## src/rtl/cdb_arbiter_if.sv

```systemverilog
// Common-data-bus arbitration bundle: requester results in, grants and CDB write ports out.
// The master side is the producers/ROB control; the slave side is the arbiter.
interface cdb_arbiter_if #(
    parameter int NUM_REQ = 4,
    parameter int DATA_W  = 16,
    parameter int IDX_W   = 4
);
    logic [NUM_REQ-1:0]        req_valid_flat;
    logic [NUM_REQ*IDX_W-1:0]  req_rob_idx_flat;
    logic [NUM_REQ*DATA_W-1:0] req_value_flat;
    logic [NUM_REQ-1:0]        req_ready_flat;
    logic                      flush;
    logic                      cdb_stall;
    logic [1:0]                cdb_valid_flat;
    logic [2*IDX_W-1:0]        cdb_rob_idx_flat;
    logic [2*DATA_W-1:0]       cdb_value_flat;
    logic [$clog2(NUM_REQ)-1:0] rr_ptr;

    modport master (
        output req_valid_flat, req_rob_idx_flat, req_value_flat, flush, cdb_stall,
        input  req_ready_flat, cdb_valid_flat, cdb_rob_idx_flat, cdb_value_flat, rr_ptr
    );

    modport slave (
        input  req_valid_flat, req_rob_idx_flat, req_value_flat, flush, cdb_stall,
        output req_ready_flat, cdb_valid_flat, cdb_rob_idx_flat, cdb_value_flat, rr_ptr
    );
endinterface

```

## src/rtl/cdb_arbiter.sv

```systemverilog
// Round-robin arbiter granting up to two of four result producers per cycle onto the
// two registered CDB write ports; honours flush and ROB back-pressure.
module cdb_arbiter #(
    parameter int NUM_REQ = 4,
    parameter int DATA_W  = 16,
    parameter int IDX_W   = 4
) (
    input logic          clk,
    input logic          rst_n,
    cdb_arbiter_if.slave bus
);
    localparam int PTR_W = $clog2(NUM_REQ);

    logic              req_vld [NUM_REQ];
    logic [IDX_W-1:0]  req_idx [NUM_REQ];
    logic [DATA_W-1:0] req_val [NUM_REQ];

    // Requester i lives at the most-significant end of each flat vector.
    for (genvar i = 0; i < NUM_REQ; i++) begin : g_unpack
        assign req_vld[i] = bus.req_valid_flat[NUM_REQ-1-i];
        assign req_idx[i] = bus.req_rob_idx_flat[IDX_W*(NUM_REQ-1-i) +: IDX_W];
        assign req_val[i] = bus.req_value_flat[DATA_W*(NUM_REQ-1-i) +: DATA_W];
    end

    logic             grant_en;
    logic             gnt_a_vld, gnt_b_vld;
    logic [PTR_W-1:0] gnt_a, gnt_b, cand;
    logic [PTR_W-1:0] rr_ptr_p1;
    logic [1:0]       vld_p1;
    logic [IDX_W-1:0] idx_a_p1, idx_b_p1;
    logic [DATA_W-1:0] val_a_p1, val_b_p1;
    logic [NUM_REQ-1:0] ready_flat;

    assign grant_en = rst_n & ~bus.flush & ~bus.cdb_stall;

    // Stage p0: scan from rr_ptr, first hit takes port 0, second hit takes port 1.
    always_comb begin
        gnt_a_vld = 1'b0;
        gnt_b_vld = 1'b0;
        gnt_a     = '0;
        gnt_b     = '0;
        cand      = '0;
        for (int k = 0; k < NUM_REQ; k++) begin
            cand = rr_ptr_p1 + PTR_W'(k);
            if (grant_en && req_vld[cand]) begin
                if (!gnt_a_vld) begin
                    gnt_a_vld = 1'b1;
                    gnt_a     = cand;
                end else if (!gnt_b_vld) begin
                    gnt_b_vld = 1'b1;
                    gnt_b     = cand;
                end
            end
        end
    end

    always_comb begin
        ready_flat = '0;
        for (int i = 0; i < NUM_REQ; i++) begin
            ready_flat[NUM_REQ-1-i] = (gnt_a_vld && (gnt_a == PTR_W'(i))) ||
                                      (gnt_b_vld && (gnt_b == PTR_W'(i)));
        end
    end

    // Stage p1: CDB registers; idx/value hold when their port carries no grant.
    always_ff @(posedge clk or negedge rst_n) begin
        if (!rst_n) begin
            vld_p1    <= '0;
            idx_a_p1  <= '0;
            idx_b_p1  <= '0;
            val_a_p1  <= '0;
            val_b_p1  <= '0;
            rr_ptr_p1 <= '0;
        end else begin
            vld_p1 <= {gnt_a_vld, gnt_b_vld};
            if (gnt_a_vld) begin
                idx_a_p1 <= req_idx[gnt_a];
                val_a_p1 <= req_val[gnt_a];
            end
            if (gnt_b_vld) begin
                idx_b_p1 <= req_idx[gnt_b];
                val_b_p1 <= req_val[gnt_b];
            end
            if (gnt_b_vld)
                rr_ptr_p1 <= gnt_b + PTR_W'(1);
            else if (gnt_a_vld)
                rr_ptr_p1 <= gnt_a + PTR_W'(1);
        end
    end

    assign bus.req_ready_flat   = ready_flat;
    assign bus.cdb_valid_flat   = vld_p1;
    assign bus.cdb_rob_idx_flat = {idx_a_p1, idx_b_p1};
    assign bus.cdb_value_flat   = {val_a_p1, val_b_p1};
    assign bus.rr_ptr           = rr_ptr_p1;
endmodule

```

## src/flat_wrapper.sv

```systemverilog
// flat-port wrapper written by rule: the top's interface ports become plain ports
module cdb_arbiter_flat 
#(
    parameter int NUM_REQ = 4,
    parameter int DATA_W  = 16,
    parameter int IDX_W   = 4
)
  (clk, rst_n, bus_req_valid_flat, bus_req_rob_idx_flat, bus_req_value_flat, bus_flush, bus_cdb_stall, bus_req_ready_flat, bus_cdb_valid_flat, bus_cdb_rob_idx_flat, bus_cdb_value_flat, bus_rr_ptr);
  cdb_arbiter_if #(.NUM_REQ(NUM_REQ), .DATA_W(DATA_W), .IDX_W(IDX_W)) bus_i ();
  input logic clk;
  input logic rst_n;
  input wire logic [$bits(bus_i.req_valid_flat)-1:0] bus_req_valid_flat;
  input wire logic [$bits(bus_i.req_rob_idx_flat)-1:0] bus_req_rob_idx_flat;
  input wire logic [$bits(bus_i.req_value_flat)-1:0] bus_req_value_flat;
  input wire logic [$bits(bus_i.flush)-1:0] bus_flush;
  input wire logic [$bits(bus_i.cdb_stall)-1:0] bus_cdb_stall;
  output wire logic [$bits(bus_i.req_ready_flat)-1:0] bus_req_ready_flat;
  output wire logic [$bits(bus_i.cdb_valid_flat)-1:0] bus_cdb_valid_flat;
  output wire logic [$bits(bus_i.cdb_rob_idx_flat)-1:0] bus_cdb_rob_idx_flat;
  output wire logic [$bits(bus_i.cdb_value_flat)-1:0] bus_cdb_value_flat;
  output wire logic [$bits(bus_i.rr_ptr)-1:0] bus_rr_ptr;
  assign bus_i.req_valid_flat = bus_req_valid_flat;
  assign bus_i.req_rob_idx_flat = bus_req_rob_idx_flat;
  assign bus_i.req_value_flat = bus_req_value_flat;
  assign bus_i.flush = bus_flush;
  assign bus_i.cdb_stall = bus_cdb_stall;
  assign bus_req_ready_flat = bus_i.req_ready_flat;
  assign bus_cdb_valid_flat = bus_i.cdb_valid_flat;
  assign bus_cdb_rob_idx_flat = bus_i.cdb_rob_idx_flat;
  assign bus_cdb_value_flat = bus_i.cdb_value_flat;
  assign bus_rr_ptr = bus_i.rr_ptr;
  cdb_arbiter #(.NUM_REQ(NUM_REQ), .DATA_W(DATA_W), .IDX_W(IDX_W)) u_core (.clk(clk), .rst_n(rst_n), .bus(bus_i));
endmodule
```

## config.mk

```make
export PLATFORM = sky130hd
export DESIGN_NAME = cdb_arbiter_flat
export DESIGN_NICKNAME = d
export VERILOG_FILES = /design/src/rtl/cdb_arbiter_if.sv /design/src/rtl/cdb_arbiter.sv /design/src/flat_wrapper.sv
export SDC_FILE = /design/constraint.sdc
export NUM_CORES = 1
export LEC_CHECK = 0
export CORE_MARGIN = 8
export CORE_UTILIZATION = 40
export DETAILED_ROUTE_END_ITERATION = 8
export GPL_TIMING_DRIVEN = 0
export PLACE_DENSITY = 0.87
export SLEW_MARGIN = 20
export SYNTH_ARGS = -nofsm -noshare
export SYNTH_HDL_FRONTEND = slang
export SYNTH_SLANG_ARGS = --single-unit
```

## constraint.sdc

```tcl
create_clock -name clk -period 3.6 [get_ports clk]
set_input_delay 0.72 -clock clk [delete_from_list [all_inputs] [get_ports clk]]
set_output_delay 0.72 -clock clk [all_outputs]
set_load 0.005 [all_outputs]
```

# Yosys cells after proc, flatten, opt, wreduce, memory -nomap -nowiden
# Cells that the tools add are included.
# classes
eq_ne	6
n_bitwise	10
n_lt_le_gt_ge	6
add_sub_neg	5
n_reduce_logical	19
muxes	51
# ops
op	n
$bmux 16 s2	2
$mux 16	4
$mux 2	17
$ge 3x3->1 const B	6
$mux 1	18
$not 2->3	6
$bmux 4 s2	2
$mux 4	4
$logic_and 1x1->1	12
$bmux 1 s2	4
$eq 2x2->1 const B	4
$add 2x1->2 const B	3
$add 2x2->2 const B	2
$eq 2x1->1 const B	2
$logic_not 2->1	2
$logic_or 1x1->1	4
$and 1x1->1	2
$not 1->1	2
$reduce_bool 2->1	1
# word_totals
output_inout_bits	48
in_bits	88
register_bits	44
wordCells	103

# Longest topological paths before layout
# depth
word_depth	18
ltp_mapped	12
mapped_depth_nobuf	10

# Least setup slack after synthesis
# No wires, ideal clock.
# synth_path
kind	input port to output port
startpoint	in bus_req_valid_flat[0]
endpoint	out bus_req_ready_flat[1]
path_stages	11
required_time_ns	2.880
slack_ns	-0.214
arrival_time_ns	3.094
path_cell_list	buf_2 mux4_2 nand2_1 inv_1 ha_1 or4_1 o2111a_2 o21ai_4 buf_8 inv_1 o21ai_0
# synth_between
elab_chain_cells	16
word_cells_on_any_way	46
cone_classes	eq/ne: 2; mux: 37; reduce/logical: 7
# synth_rtl
element	line	rtl
start, declared	flat_wrapper.sv:12	input wire logic [$bits(bus_i.req_valid_flat)-1:0] bus_req_valid_flat;
$bmux 1 s2	cdb_arbiter.sv:45	if (grant_en && req_vld[cand]) begin
$mux 1 (not written as such) (2 in a row)	cdb_arbiter.sv:45	
$logic_and 1x1->1	cdb_arbiter.sv:45	
$mux 1	cdb_arbiter.sv:45	
$mux 2 / $mux 1 (equally long branches)	cdb_arbiter.sv:46	if (!gnt_a_vld) begin
$mux 2 / $mux 1 (equally long branches)	cdb_arbiter.sv:45	
$mux 2	cdb_arbiter.sv:49	end else if (!gnt_b_vld) begin
$mux 2	cdb_arbiter.sv:46	
$mux 2	cdb_arbiter.sv:45	
$mux 2	cdb_arbiter.sv:49	
$mux 2	cdb_arbiter.sv:46	
$mux 2	cdb_arbiter.sv:45	
$eq 2x2->1	cdb_arbiter.sv:61	(gnt_b_vld && (gnt_b == PTR_W'(i)));
$logic_and 1x1->1	cdb_arbiter.sv:61	
$logic_or 1x1->1 (*)	cdb_arbiter.sv:60	ready_flat[NUM_REQ-1-i] = (gnt_a_vld && (gnt_a == PTR_W'(i))) ||
end, declared	flat_wrapper.sv:17	output wire logic [$bits(bus_i.req_ready_flat)-1:0] bus_req_ready_flat;
# Every way passes the cells marked *; elsewhere a longest branch is shown, timed or not. The select of a mux whose other input is x is not followed.

# Worst setup path in the final report
# layout_path
startpoint	reg u_core.rr_ptr_p1[0] (netlist: u_core.bus.rr_ptr[0])
endpoint	out bus_req_ready_flat[3]
# layout_between
elab_chain_cells	17
word_cells_on_any_way	53
cone_classes	add/sub: 3; mux: 37; bitwise: 4; reduce/logical: 9
# layout_rtl
element	line	rtl
start, declared	cdb_arbiter.sv:28	logic [PTR_W-1:0] rr_ptr_p1;
start signal, assigned	cdb_arbiter.sv:85	rr_ptr_p1 <= gnt_b + PTR_W'(1);
start signal, assigned	cdb_arbiter.sv:87	rr_ptr_p1 <= gnt_a + PTR_W'(1);
branches (longest 16 deep; another with $add 2x1->2)	n/a	
$logic_or 1x1->1 (*)	cdb_arbiter.sv:60	
# Every way passes the cells marked *. The select of a mux whose other input is x is not followed.

==> results.sh <==
export IMPL_fin_skew_ns=0.00338
export IMPL_syn_area_per_cell_sq_um=10.8
export IMPL_hpwl_mm=9.63
export IMPL_synth_top_area_cell="dfrtp_1"
export IMPL_synth_cell_type_count=57
export IMPL_fp_dieH_microns=109
export IMPL_cp_cell_sequence="buf_6, mux4_2, nand2_2, inv_2, ha_4, or4_4, o2111a_2, o21ai_4, buf_8, inv_6, o21ai_4, buf_2"
export IMPL_synth_edf_count=0
export IMPL_fill_cells=709
export IMPL_core_sq_mm=0.00855
export IMPL_drc=0
export IMPL_power_density_mw_per_mm2=488
export IMPL_firstDrtPassIters=4
export IMPL_maxCapViolCount=0
export IMPL_slowest_delay_ns=0.51
export IMPL_synth_top_family_by_area="multiplexers"
export IMPL_met3_usage_pct=4.20
export IMPL_hold_path_class="input pin to async pin"
export IMPL_first_global_vias=3807
export IMPL_clock_fmax_mhz=270
export IMPL_required_ns=2.88
export IMPL_avgViaCountPerCell=6.03
export IMPL_ctsHtreeMaxLevel=2
export IMPL_grt_busiest_layer="met2"
export IMPL_synth_xor_area_share_pct=0.252
export IMPL_ys_seq_elements=44
export IMPL_timing_hold_ws_ns=0.255
export IMPL_postRouteAntennaNets=0
export IMPL_insertion_delay_ns=0.30
export IMPL_wirelength_mm=12.8
export IMPL_yosysMostFrequentCell="dfrtp_1"
export IMPL_synth_compound_area_share_pct=16.3
export IMPL_drive_above_1_share_pct=22.1
export IMPL_pin_count=136
export IMPL_cts_hold_fix_buffers=0
export IMPL_ys_seq_area_share_pct=31.7
export IMPL_leakagePower_nw=2.18
export IMPL_async_flop_share_pct=100
export IMPL_clockBufferDepth=2
export IMPL_cts_sinks=44
export IMPL_crit_fanout=5
export IMPL_syn_num_nets=411
export IMPL_numCtsBuffers=5
export IMPL_vias=3523
export IMPL_critPathKind="flip-flop to output port"
export IMPL_start_kind="flip-flop"
export IMPL_antenna_found_initial=1
export IMPL_rsz0062_at_grt="yes"
export IMPL_grt_ovfl_total=0
export IMPL_yosys_area_top_type_share_pct=31.7
export IMPL_syn_inst=321
export IMPL_row_count=34
export IMPL_yosys_area_share_simple_pct=14.6
export IMPL_dieArea_sq_mm=0.0119
export IMPL_synth_common_cells="dfrtp_1 (44), nor2_1 (29), mux2i_1 (24), clkbuf_1 (21), or4_1 (21)"
export IMPL_ys_warn_count=0
export IMPL_portBuffers=133
export IMPL_drt_initial_drc_count=231
export IMPL_synth_area_sq_mm=0.00347
export IMPL_violations="negative setup slack"
export IMPL_clock_tree_root_cell="clkbuf_8"
export IMPL_wl_per_cell_microns=21.9
export IMPL_final_max_slew_viol_count=0
export IMPL_hold_viol=0
export IMPL_end_kind="output port"
export IMPL_final_setup_viol_count=4
export IMPL_fin_crit_sh_pct=103
export IMPL_ir_drop_mv=0.246
export IMPL_antennaDiodeCount=0
export IMPL_grt_first_pass_wirelength_mm=19.7
export IMPL_area_growth_pct=52.1
export IMPL_grt_usage_pct=21.0
export IMPL_synthAdderAreaFrac_pct=0.721
export IMPL_setup_slack_ns=-0.104
export IMPL_cp_slowest_cell="mux4_2"
export IMPL_p_total_mw=2.57
export IMPL_grt_max_degree=26
export IMPL_slew_headroom_pct=44.5
export IMPL_final_nets=565
export IMPL_initial_core_util_pct=40.6
export IMPL_place_ws_ns=-1.50
export IMPL_tightest_slew_ns=0.832
export IMPL_grt_util_met2_pct=37.0
export IMPL_synth_area_leaders="dfrtp_1 (32%), mux4_2 (10%), mux2i_1 (6.9%), mux2_4 (6.9%), or4_1 (4.5%)"
export IMPL_cts_tree="built"
export IMPL_cts_clk_slew_worst_paths_ns=0.09
export IMPL_status="complete, but fails checks"
export IMPL_critPathArrivalTime_ns=2.98
export IMPL_synth_ff_type="dfrtp_1"
export IMPL_post_route_min_period_ns=3.70
export IMPL_die_w_microns=109
export IMPL_cp_common_cell="o21ai_4"
export IMPL_place_gp_congestion=0.836
export IMPL_muxShareOfSynthArea_pct=30.6
export IMPL_met1_usage_pct=24.0
[cell usage in the layout (no fill, tap or decap), drive strengths merged, types with 3 or more instances in the layout]
cell	n
a211oi	20
a21oi	6
and2	3
buf	37
clkbuf	23
clkdlybuf4s50	124
dfrtp	44
inv	4
mux2	22
mux2i	25
mux4	21
nand2	9
nand3	5
nor2	29
nor2b	4
nor3b	3
o2111ai	3
o21a	3
o21ai	15
o22ai	3
o31ai	19
or3	3
or4	21
[registers in the layout (all words and copies together), names as in the netlist]
register / count
u_core.bus.cdb_valid_flat: 2
u_core.val_a_p1: 16
u_core.val_b_p1: 16
u_core.idx_b_p1: 4
u_core.bus.rr_ptr: 2
u_core.idx_a_p1: 4
[area by class of cell]
cell class | count | area [sq um] | share of cell area, %
plain buffers | 33 | 218 | 4.12
clock buffers | 5 | 68.8 | 1.30
clock inverters | 3 | 42.5 | 0.806
inverters | 4 | 20.0 | 0.379
multi-input cells | 239 | 2250 | 42.7
flip-flops and latches | 44 | 1100 | 20.9
well taps | 108 | 135 | 2.56
repair buffers | 148 | 1440 | 27.2
[per-layer routing]
layer | wire length [microns] | vias to the layer above | share of wire, %
met5 | 13 | - | 0.10
met4 | 393 | 2 | 3.1
met3 | 1060 | 31 | 8.3
met2 | 6500 | 194 | 51
met1 | 4820 | 1715 | 38
li1 | - | 1581 | -
[where the power goes]
part	leakage [nW]	internal, mW	switching, mW
registers	0.513	0.669	0.110
clock network	0.0541	0.206	0.185
logic	1.61	0.855	0.549
total	2.18	1.73	0.844
[path summary, 6_finish.rpt]
| check | startpoint | end | slack, ns | depth (start not counted) |
|---|---|---|---|---|
| max | u_core.bus.rr_ptr[0] | bus_req_ready_flat[3] | -0.10 | 12 |
| min | rst_n | u_core.val_b_p1[11] | 0.26 | 1 |
| max reg2reg | u_core.bus.rr_ptr[0] | u_core.idx_a_p1[3] | 0.12 | 12 |
| min reg2reg | u_core.val_a_p1[10] | u_core.val_a_p1[10] | 0.51 | 1 |
| max in group asynchronous | rst_n | u_core.idx_a_p1[1] | 2.95 | 2 |
| min in group clk | u_core.val_a_p1[10] | u_core.val_a_p1[10] | 0.51 | 1 |
[metrics by stage]
| step | cell area, sq um | setup TNS (ns) | cells | utilization (%) |
|---|---|---|---|---|
| 2_1_floorplan | 3500 | -1.85 | 321 | - |
| 4_1_cts | 5220 | -0.466 | 581 | 61.1 |
| 3_5_place_dp | 4980 | -33.22 | 563 | 58.3 |
| 5_1_grt | 5280 | -0.641 | 584 | 61.7 |
| 6_report | 5280 | -0.281 | 584 | 61.7 |
| 3_3_place_gp | 4970 | -109.07 | 562 | 58.1 |
[repair_timing]
item | in CTS | in global routing
buffers inserted | 10 | 4
pin swaps | 8 | 5
gates resized for setup | 51 | 13
endpoints found under the setup margin | 44 | 16
hold endpoints to repair | 0 | 0
[cell families (layout without fill, tap and decap cells)]
| kind of cell | Yosys count | count (layout) |
|---|---|---|
| AND/OR/NAND/NOR | 89 | 89 |
| flip-flops | 44 | 44 |
| XOR/XNOR | 1 | 1 |
| multiplexers | 68 | 68 |
| AO/OA/AOI/OAI | 79 | 79 |
| buffers and inverters | 38 | 193 |
| adder cells (fa/ha/maj) | 2 | 2 |
[critical path, delay by kind of cell (launching register included)]
family | cells | cell delay, ns
adder cells (fa/ha/maj) | 1 | 0.23
buffers and inverters | 5 | 0.49
flip-flops | 1 | 0.38
multiplexers | 1 | 0.51
AO/OA/AOI/OAI | 3 | 0.48
AND/OR/NAND/NOR | 2 | 0.59
Note: power is estimated with default switching activity, not from simulation.
==> RTL change (same flow settings) <==
Make the reset (`rst_n`) synchronous in one clocked block.
--- a/src/rtl/cdb_arbiter.sv
+++ b/src/rtl/cdb_arbiter.sv
@@ -64,5 +64,5 @@
 
     // Stage p1: CDB registers; idx/value hold when their port carries no grant.
-    always_ff @(posedge clk or negedge rst_n) begin
+    always_ff @(posedge clk) begin
         if (!rst_n) begin
             vld_p1    <= '0;
Check against the original RTL: differs if rst_n is asserted again (counterexample within 4 cycles, from zero or initial values and one cycle with rst_n low); with rst_n held inactive, the same outputs for 10 cycles.
==> RTL change against the unedited design <==
Area after synthesis down 3.6%; wire length decreased by 2.6%; design area is 0.59% lower; sequential cell count is the same; setup slack improved by 0.13 ns; sequential share of layout area down 4.0 points; global-route usage is 0.18 points higher; critical path type is now input pin to output pin; largest cell class unchanged.
Power is not compared: it rests on default switching activity, and its combinational part moved more than twofold at a synthesized area within 25%.
==> RTL change: results (changes against the unedited design) <==
- Synth Flop Type: dfxtp_1 (was dfrtp_1)
- Multi-input gates: 274 (was 239)
- Met1 WL: 5.051 mm (was 4.824 mm)
- Fraction of area in multi-input gates: 43.73% (was 42.71%)
- Routed wire length on met3: 1.048 mm (was 1.059 mm)
- Xor-xnor portion of the synthesized cell area: 1.796% (was 0.2524%)
- Buffering overhead: 33.86% (was 31.36%)
- Worst R2R End: u_core.val_a_p1[2] (was u_core.idx_a_p1[3])
- Hold Path Class: flip-flop to flip-flop (was input pin to async pin)
- Pre-CTS setup slack: -1.596 ns (was -1.498 ns)
- Relative slew slack: 63.31% (was 44.52%)
- Clk_skew: 0.008173 ns (was 0.003383 ns)
- Die Width: 107.4 µm (was 109.1 µm)
- Synth Area in Adders: 0.7482% (was 0.7212%)
- Non-clk invs: 8 (was 4)
- Final Worst Setup Slack: 0.02936 ns (was -0.1043 ns)
- Vias per inst: 5.579 (was 6.033)
- Max Used Layer: met4 (was met5)
- Non-clock buffer total of the final layout: 191 (was 181)
- Cell count after placement: 601 (was 563)
- Met2 wire length: 6.072 mm (was 6.504 mm)
- Layout Nets: 614 (was 565)
- Yosys cell types: 50 (was 57)
- Final hold slack: 0.4641 ns (was 0.2552 ns)
- CP startpoint: bus_flush (was u_core.bus.rr_ptr[0])
- Syn nets: 451 (was 411)
- Post-DP HPWL: 9.433 mm (was 9.634 mm)
- Leading cell types by count after synthesis: 82 x mux2i_1, 44 x dfxtp_1, 33 x nand2_1 (was 44 x dfrtp_1, 29 x nor2_1, 24 x mux2i_1)
- Largest net degree at the start of global routing: 15 (was 26)
- Number of port buffers: 135 (was 133)
- Initial antenna violation count: 0 (was 1)
- WP data arrival: 2.85 ns (was 2.98 ns)
- Seq area share: 16.93% (was 20.88%)
- Mean Syn Cell Area: 9.264 µm² (was 10.81 µm²)
- Clock-cell share: 2.313% (was 2.110%)
- Final non-filler cell total: 630 (was 584)
- Top cells by area, synth: dfxtp_1 26%, mux2i_1 25%, mux2_2 7.4%, o221ai_1 5.2%, nand2_1 3.7% (was dfrtp_1 32%, mux4_2 10%, mux2i_1 6.9%, mux2_4 6.9%, or4_1 4.5%)
- Layout cells sized above 1: 21.52% (was 22.06%)
- Compound-Gate Fraction of Synth Area: 16.39% (was 16.34%)
- Area after DPL: 0.004841 mm² (was 0.004982 mm²)
- Seq/Total Area, Yosys: 26.34% (was 31.73%)
- Outcome: complete, no violations (was complete, but fails checks)
- Gpl congestion: 0.8950 (was 0.8363)
- Fillcell total: 692 (was 709)
- Worst r2r src: u_core.bus.rr_ptr[0] (unchanged)
- Number of global-route vias before repair: 3830 (was 3807)
==> RTL change: cell count changes in the layout (fill, tap and decap cells not counted), moves of 18 or more <==
cell | before | now
o21ai_1 | 1 | 21
o221ai_1 | 0 | 20
nand2_1 | 8 | 30
mux2i_1 | 24 | 82
dfxtp_1 | 0 | 42
or4_1 | 20 | 1
nor2_1 | 28 | 5
a211oi_1 | 19 | 1
dfrtp_1 | 43 | 0
==> RTL change: critical path, cell delays in order <==
cell and delay [ns]:
buf_2 0.12, nor3b_4 0.21, buf_6 0.14, nand2_4 0.05
inv_4 0.06, ha_4 0.13, nand2b_1 0.05, a221o_1 0.32
a31oi_1 0.17, o21ai_1 0.09, a311oi_2 0.28, buf_6 0.18
inv_4 0.04, o21ai_4 0.15, buf_2 0.14
==> RTL change: timing repair <==
item,CTS,global route
resized for setup,72,23
setup endpoints to repair,38,4
endpoints found under the hold margin,0,0
pin swaps,11,11
setup buffers,14,10
